`src/rtl/encoder_4_to_2_rr.sv`:
```
// Sequential 4-to-2 request encoder: captures request pulses into a pending set and
// presents them one at a time as 2-bit codes over valid/ready, round-robin order.
module encoder_4_to_2_rr (
   input  logic       clk,
   input  logic       rst,
   input  logic       E,
   input  logic [3:0] D,
   input  logic       R,
   output logic [1:0] A,
   output logic       V,
   output logic [3:0] P,
   output logic       OVF
);

   logic [1:0] ptr;
   logic [1:0] g;
   logic       found;
   logic       load;
   logic [3:0] set;
   logic [3:0] clr;
   logic [3:0] p_nxt;
   logic       ovf_hit;

   assign set  = D & {4{E}};
   assign load = ~V | R;

   // Round-robin search starting at ptr; the first pending bit wins.
   always_comb begin
      logic [1:0] idx;
      g     = ptr;
      found = 1'b0;
      idx   = ptr;
      for (int k = 0; k < 4; k++) begin
         idx = ptr + 2'(k);
         if (!found && P[idx]) begin
            g     = idx;
            found = 1'b1;
         end
      end
   end

   always_comb begin
      clr = 4'b0000;
      if (load && found) clr[g] = 1'b1;
   end

   // Set wins over clear, so a re-request on the grant edge stays pending.
   assign p_nxt   = (P & ~clr) | set;
   assign ovf_hit = |(set & P & ~clr);

   always_ff @(posedge clk or posedge rst) begin
      if (rst) begin
         A   <= 2'b00;
         V   <= 1'b0;
         P   <= 4'b0000;
         OVF <= 1'b0;
         ptr <= 2'b00;
      end else begin
         P <= p_nxt;
         if (ovf_hit) OVF <= 1'b1;
         if (load) begin
            if (found) begin
               A   <= g;
               V   <= 1'b1;
               ptr <= g + 2'd1;
            end else begin
               V <= 1'b0;
            end
         end
      end
   end

endmodule
```
`config.mk`:
```
export PLATFORM = sky130hd
export DESIGN_NAME = encoder_4_to_2_rr
export DESIGN_NICKNAME = d
export VERILOG_FILES = /design/src/rtl/encoder_4_to_2_rr.sv
export SDC_FILE = /design/constraint.sdc
export NUM_CORES = 1
export LEC_CHECK = 0
export ABC_CLOCK_PERIOD_IN_PS = 2700
export BUFFER_PORTS_ARGS = -buffer_cell sky130_fd_sc_hd__buf_2
export CORE_AREA = 2 2 39 41
export DETAILED_ROUTE_END_ITERATION = 8
export DIE_AREA = 0 0 41 43
export PLACE_DENSITY = 0.67
export SLEW_MARGIN = 15
export SYNTH_ARGS = -nofsm -noshare
export SYNTH_HDL_FRONTEND = slang
export SYNTH_SLANG_ARGS = --single-unit
```
`constraint.sdc`:
```
create_clock -name clk -period 2.7 [get_ports clk]
set_input_delay 0.27 -clock clk [delete_from_list [all_inputs] [get_ports clk]]
set_output_delay 0.27 -clock clk [all_outputs]
set_load 0.005 [all_outputs]
```
# Word-level counts from Yosys, hierarchy flattened

Index checks and enable logic that the tools add are counted.

Register bits: 10
Bits of input ports: 8
Output and inout port bits: 8
Word-level logic and storage cells: 52

$add $sub $neg: 4
Order comparisons: 6
Muxes and demuxes: 19
Bitwise logic cells: 8
Reduce and logical (&&, ||, !) cells: 10

Operators by type and width:

| kind                                                        | number |
|---|---|
| AND 4 bit                                                   | 4 |
| less-than comparator 2 x 3 -> 1 bit (second input constant) | 5 |
| 2-to-1 mux 1 bit                                            | 10 |
| binary-select mux 1 bit (select 2 bit)                      | 4 |
| 2-to-1 mux 2 bit                                            | 3 |
| logical AND 1 bit                                           | 5 |
| adder 2 x 1 -> 2 bit (second input constant)                | 2 |
| adder 2 bit (second input constant)                         | 2 |
| 2-to-1 mux 4 bit                                            | 1 |
| NOT 4 bit                                                   | 1 |
| bitwise OR 4 bit                                            | 1 |
| OR reduction 4 bit                                          | 1 |
| logical NOT 1 bit                                           | 3 |
| demux 1 bit (select 2 bit)                                  | 1 |
| >= comparator 2 x 1 -> 1 bit (second input constant)        | 1 |
| AND reduction 2 bit                                         | 1 |
| NOT 1 bit                                                   | 1 |
| bitwise OR 1 bit                                            | 1 |

# Logic depth before layout (Yosys ltp)

Depth after elaboration: 20
Gate-level depth with buffers: 8
Depth with buffers taken out: 8

# Least setup slack after synthesis

Ideal clock, no wire load.

Kind: reg2reg
Start: reg P[0]
End: reg ptr[1]
Library setup time: 0.128 ns
Data arrival time: 1.619 ns
Data required time: 2.572 ns
Path slack: 0.953 ns
Cell stages (with the launch flop): 6
Path buffers: 0
Clock period less this slack: 1.747 ns
Path through: dfrtp_1 -> nor2b_2 -> a2111o_1 -> nand2_1 -> ha_1 -> mux2_1

Cells in the longest elaborated chain, start to end: 13
Elaborated cells between the ends (all ways): 23
Classes of those cells: add/sub: 1; mux: 15; reduce/logical: 7

Ends and longest elaborated chain:

| element                                | RTL line | RTL |
|---|---|---|
| start: declaration                     | 11       | `output logic [3:0] P,` |
| start signal: assignment               | 59       | `P <= p_nxt;` |
| binary-select mux 1 bit (select 2 bit) | 35       | `if (!found && P[idx]) begin` |
| 2-to-1 mux 1 bit (not written as such) | 35       |  |
| 2-to-1 mux 1 bit                       | 35       |  |
| logical NOT 1 bit                      | 35       |  |
| logical AND 1 bit                      | 35       |  |
| 2-to-1 mux 1 bit                       | 35       |  |
| logical NOT 1 bit                      | 35       |  |
| logical AND 1 bit                      | 35       |  |
| 2-to-1 mux 1 bit                       | 35       |  |
| logical NOT 1 bit                      | 35       |  |
| logical AND 1 bit                      | 35       |  |
| 2-to-1 mux 2 bit (*)                   | 35       |  |
| net g[1]                               | 16       | `logic [1:0] g;` |
| adder 2 x 1 -> 2 bit (*)               | 65       | `ptr <= g + 2'd1;` |
| end signal: assignment                 | 65       |  |
| end: declaration                       | 15       | `logic [1:0] ptr;` |

The timed path passes the listed nets; every way through them passes the cells marked *. The select of a mux whose other input is x is not followed.
A chain may end at the register's enable or synchronous reset.

# Worst setup path after layout

Start: reg P[0]
End: reg OVF

Cells in the longest elaborated chain, start to end: 20
Elaborated cells between the ends (all ways): 32
Classes of those cells: order compare: 2; mux: 18; bitwise: 3; reduce/logical: 9

Ends and longest elaborated chain:

| element                                                                                                   | RTL line | RTL |
|---|---|---|
| binary-select mux 1 bit (select 2 bit)                                                                    | 35       |  |
| 2-to-1 mux 1 bit (not written as such)                                                                    | 35       |  |
| 2-to-1 mux 1 bit                                                                                          | 35       |  |
| logical NOT 1 bit                                                                                         | 35       |  |
| logical AND 1 bit                                                                                         | 35       |  |
| 2-to-1 mux 1 bit                                                                                          | 35       |  |
| logical NOT 1 bit                                                                                         | 35       |  |
| logical AND 1 bit                                                                                         | 35       |  |
| (+4 left out)                                                                                             | --       |  |
| net g[1]                                                                                                  | 16       |  |
| less-than comparator 2 x 3 -> 1 bit (not written as such) or >= comparator 2 x 1 -> 1 bit (tied branches) | 44       | `if (load && found) clr[g] = 1'b1;` |
| logical AND 1 bit (not written as such)                                                                   | 44       |  |
| 2-to-1 mux 1 bit (not written as such)                                                                    | 44       |  |
| demux 1 bit (select 2 bit) (*)                                                                            | 44       |  |
| 2-to-1 mux 4 bit (*)                                                                                      | 44       |  |
| NOT 4 bit (*)                                                                                             | 49       | `assign ovf_hit = \|(set & P & ~clr);` |
| AND 4 bit (*)                                                                                             | 49       |  |
| OR reduction 4 bit (*)                                                                                    | 49       |  |
| end signal: assignment                                                                                    | 56       | `OVF <= 1'b0;` |
| end signal: assignment                                                                                    | 60       | `if (ovf_hit) OVF <= 1'b1;` |
| end: declaration                                                                                          | 12       | `output logic OVF` |

Marked as above.

==> results.py <==
metrics = {
    "worst_setup_path": {
        "startpoint_type": "flip-flop",
        "critPathMaxFanout": 7,
        "worstSetupEndpointType": "flip-flop",
        "crit_required_ns": 2.84,
        "arrival_ns": 1.99,
        "r2r_start": "P[0]",
        "worst-setup-path-type": "reg2reg",
        "startpoint": "P[0]",
    },
    "yosys": {
        "synth_cells": 56,
        "yosysTopAreaCell": "dfrtp_1",
        "syn_area_um2": 563.0,
        "synth_top_family_by_area": "simple AND/OR/NAND/NOR gates",
        "synth_top_area_share_pct": 44.44,
        "ys_seq_area_share_pct": 44.44,
        "muxShareOfSynthArea_pct": 4.000,
        "synth_xor_area_share_pct": 0,
        "synth_area_leaders": "dfrtp_1 (44%), ha_1 (8.9%), a22o_1 (6.2%)",
        "synth_compound_area_share_pct": 19.11,
        "synth_cell_type_count": 24,
        "yosys.area_share.simple_pct": 20.22,
        "synth_nets": 68,
        "yosysWarningCount": 0,
        "syn_area_per_cell_um2": 10.05,
        "synth-adder-area-share_pct": 8.889,
        "synth-seq-cells": 10,
    },
    "finish": {
        "final_nets": 88,
        "diodes": 0,
        "final_area_um2": 686.9,
        "area.growth.synth_to_final_pct": 22.00,
        "mostFrequentLayoutCells": "buf_2 (15), dfrtp_1 (10), nand2_1 (7)",
        "layout-drive-gt1-share_pct": 29.73,
        "layout_commonest_cell": "buf_2",
    },
    "grt": {
        "grt-ovfl-total": 0,
        "grt_pass1_wl_um": 1980,
        "antenna_found_initial": 0,
        "track_usage_pct": 17.22,
        "grt_pass1_vias": 441,
        "grt_max_degree": 11,
    },
    "drt": {
        "wirelength_um": 1162,
        "drt_first_pass_iters": 4,
        "avgViaCountPerCell": 5.389,
        "vias": 485,
        "drc": 0,
        "final_antenna_net_count": 0,
        "avgRoutedWirePerCell_um": 12.91,
        "initialDrtViolationCount": 9,
    },
    "floorplan": {
        "die_h_um": 43,
        "dieArea_um2": 1763,
        "die_w_um": 41,
        "ios": 16,
        "rows": 14,
        "core_um2": 1384,
        "initial_utilization_pct": 40.69,
    },
    "timing": {
        "fmax_ghz": 0.5403,
        "maxSlewViolCount": 0,
        "hold_violations": 0,
        "finalSetupViolations": 0,
        "rsz0062_at_grt": "no",
        "tightest_slew_ns": 0.3840,
        "fin_crit_ns": 1.851,
        "relSlewSlack_pct": 74.37,
        "finalCritPeriodShare_pct": 68.54,
        "skew_ns": 0.003366,
        "setup_ws_ns": 0.8493,
        "tns_ns": 0,
    },
    "pwr": {
        "power_density_nw_per_um2": 1052,
        "p_leak_uw": 0.0003182,
        "irDropWorstVdd_v": 0.0004283,
    },
    "clock_tree": {
        "clk_latency_ns": 0.26,
        "clockRootBuffer": "clkbuf_4",
        "cts_tree": "built",
        "cts_max_level": 1,
        "cts_buffers": 3,
        "cts_sinks": 10,
        "post_cts_buffers": 0,
        "clk_pin_slew_ns": 0.06,
        "cts_hold_buf": 1,
        "cts_buffer_depth": 2,
        "cts_resized": 0,
    },
    "worst_hold_path": {
        "hp-class": "in2reg",
        "min-delay-start": "D[3]",
    },
    "place": {
        "dpl_worst_slack_ns": 0.8393,
        "io_buffers": 15,
        "hpwl_um": 880.3,
        "place_area_um2": 654.4,
        "routabilityCongestion": 0.7619,
    },
    "outcome": {
        "status": "complete, no violations",
    },
    "flow_run": {
        "maxCapViolCount": 0,
    },
}
-- path summary, 6_finish.rpt --
check	cells past startpoint	slack [ns]	to
max	7	0.85	OVF
max reg2reg	7	0.85	OVF
min reg2reg	1	0.50	A[0]
max in group asynchronous	3	1.90	P[1]
min	2	0.25	P[3]
min in group asynchronous	3	0.53	V
-- kinds of logic (layout without fill, tap and decap cells) --
kind of cell / after synthesis / in the layout
compound gates: 14 / 14
fa+ha+maj: 4 / 4
buf+inv: 5 / 23
flops: 10 / 10
mux: 2 / 2
simple gates: 21 / 21
-- cells in the mapped netlist, drive strengths merged --
library cell,number
nor4,1
inv,4
o211a,1
o21bai,1
nor3,1
nand2,7
mux2,2
o21ai,2
nor2b,4
a22o,4
a31oi,1
nand2b,1
a2111o,1
clkbuf,1
a21oi,3
nand4,4
dfrtp,10
a41oi,1
nor2,3
ha,4
-- area by class of cell --
cell class	count	area (um^2)
Tap cell	16	20.02
Inverter	4	15.01
Clock buffer	3	22.52
Fill cell	140	696.9
Sequential cell	10	250.2
Multi-Input combinational cell	41	294.0
Timing Repair Buffer	16	85.08
-- routing by layer --
metal	global-route usage (%)	part of all wire (%)	vias to the layer above
li1	-	-	239
met3	3.141	3.5	4
met5	0	0	-
met4	14.00	3.7	0
met1	24.83	47	230
met2	21.25	45	12
-- sequential cells by signal, summed over array words and instances (netlist names) --
name,cells
OVF,1
ptr,2
A,2
P,4
V,1
-- report_power, final --
group / internal [uW] / leakage (uW) / total, uW / switching, uW
Combinational: 166 / 0.000199 / 330 / 164
Clock: 51.5 / 0.0000138 / 102 / 50.3
Sequential: 208 / 0.000105 / 291 / 82.7
-- worst max-delay path: stages, from the launching register on --
cell      delay (ns)
dfrtp_1         0.44
nor2b_2         0.19
a2111o_1        0.43
nand2_1         0.11
ha_1            0.16
nand2_1         0.07
a41oi_1         0.21
nand4_1         0.12
-- per-stage QoR --
step | utilization (%) | hold slack, ns | power [uW] | cells
4_1_cts | 49.64 | 0.2457 | 733.5 | 90
3_3_place_gp | 47.29 | 0.2667 | 622.1 | 86
5_1_grt | 49.64 | 0.2463 | 812.7 | 90
6_report | 49.64 | 0.2487 | 722.7 | 90
3_5_place_dp | 47.29 | 0.2731 | 628.9 | 86
2_1_floorplan | - | 0.1102 | 518.3 | 56
Power figures use the tool's default switching activity.
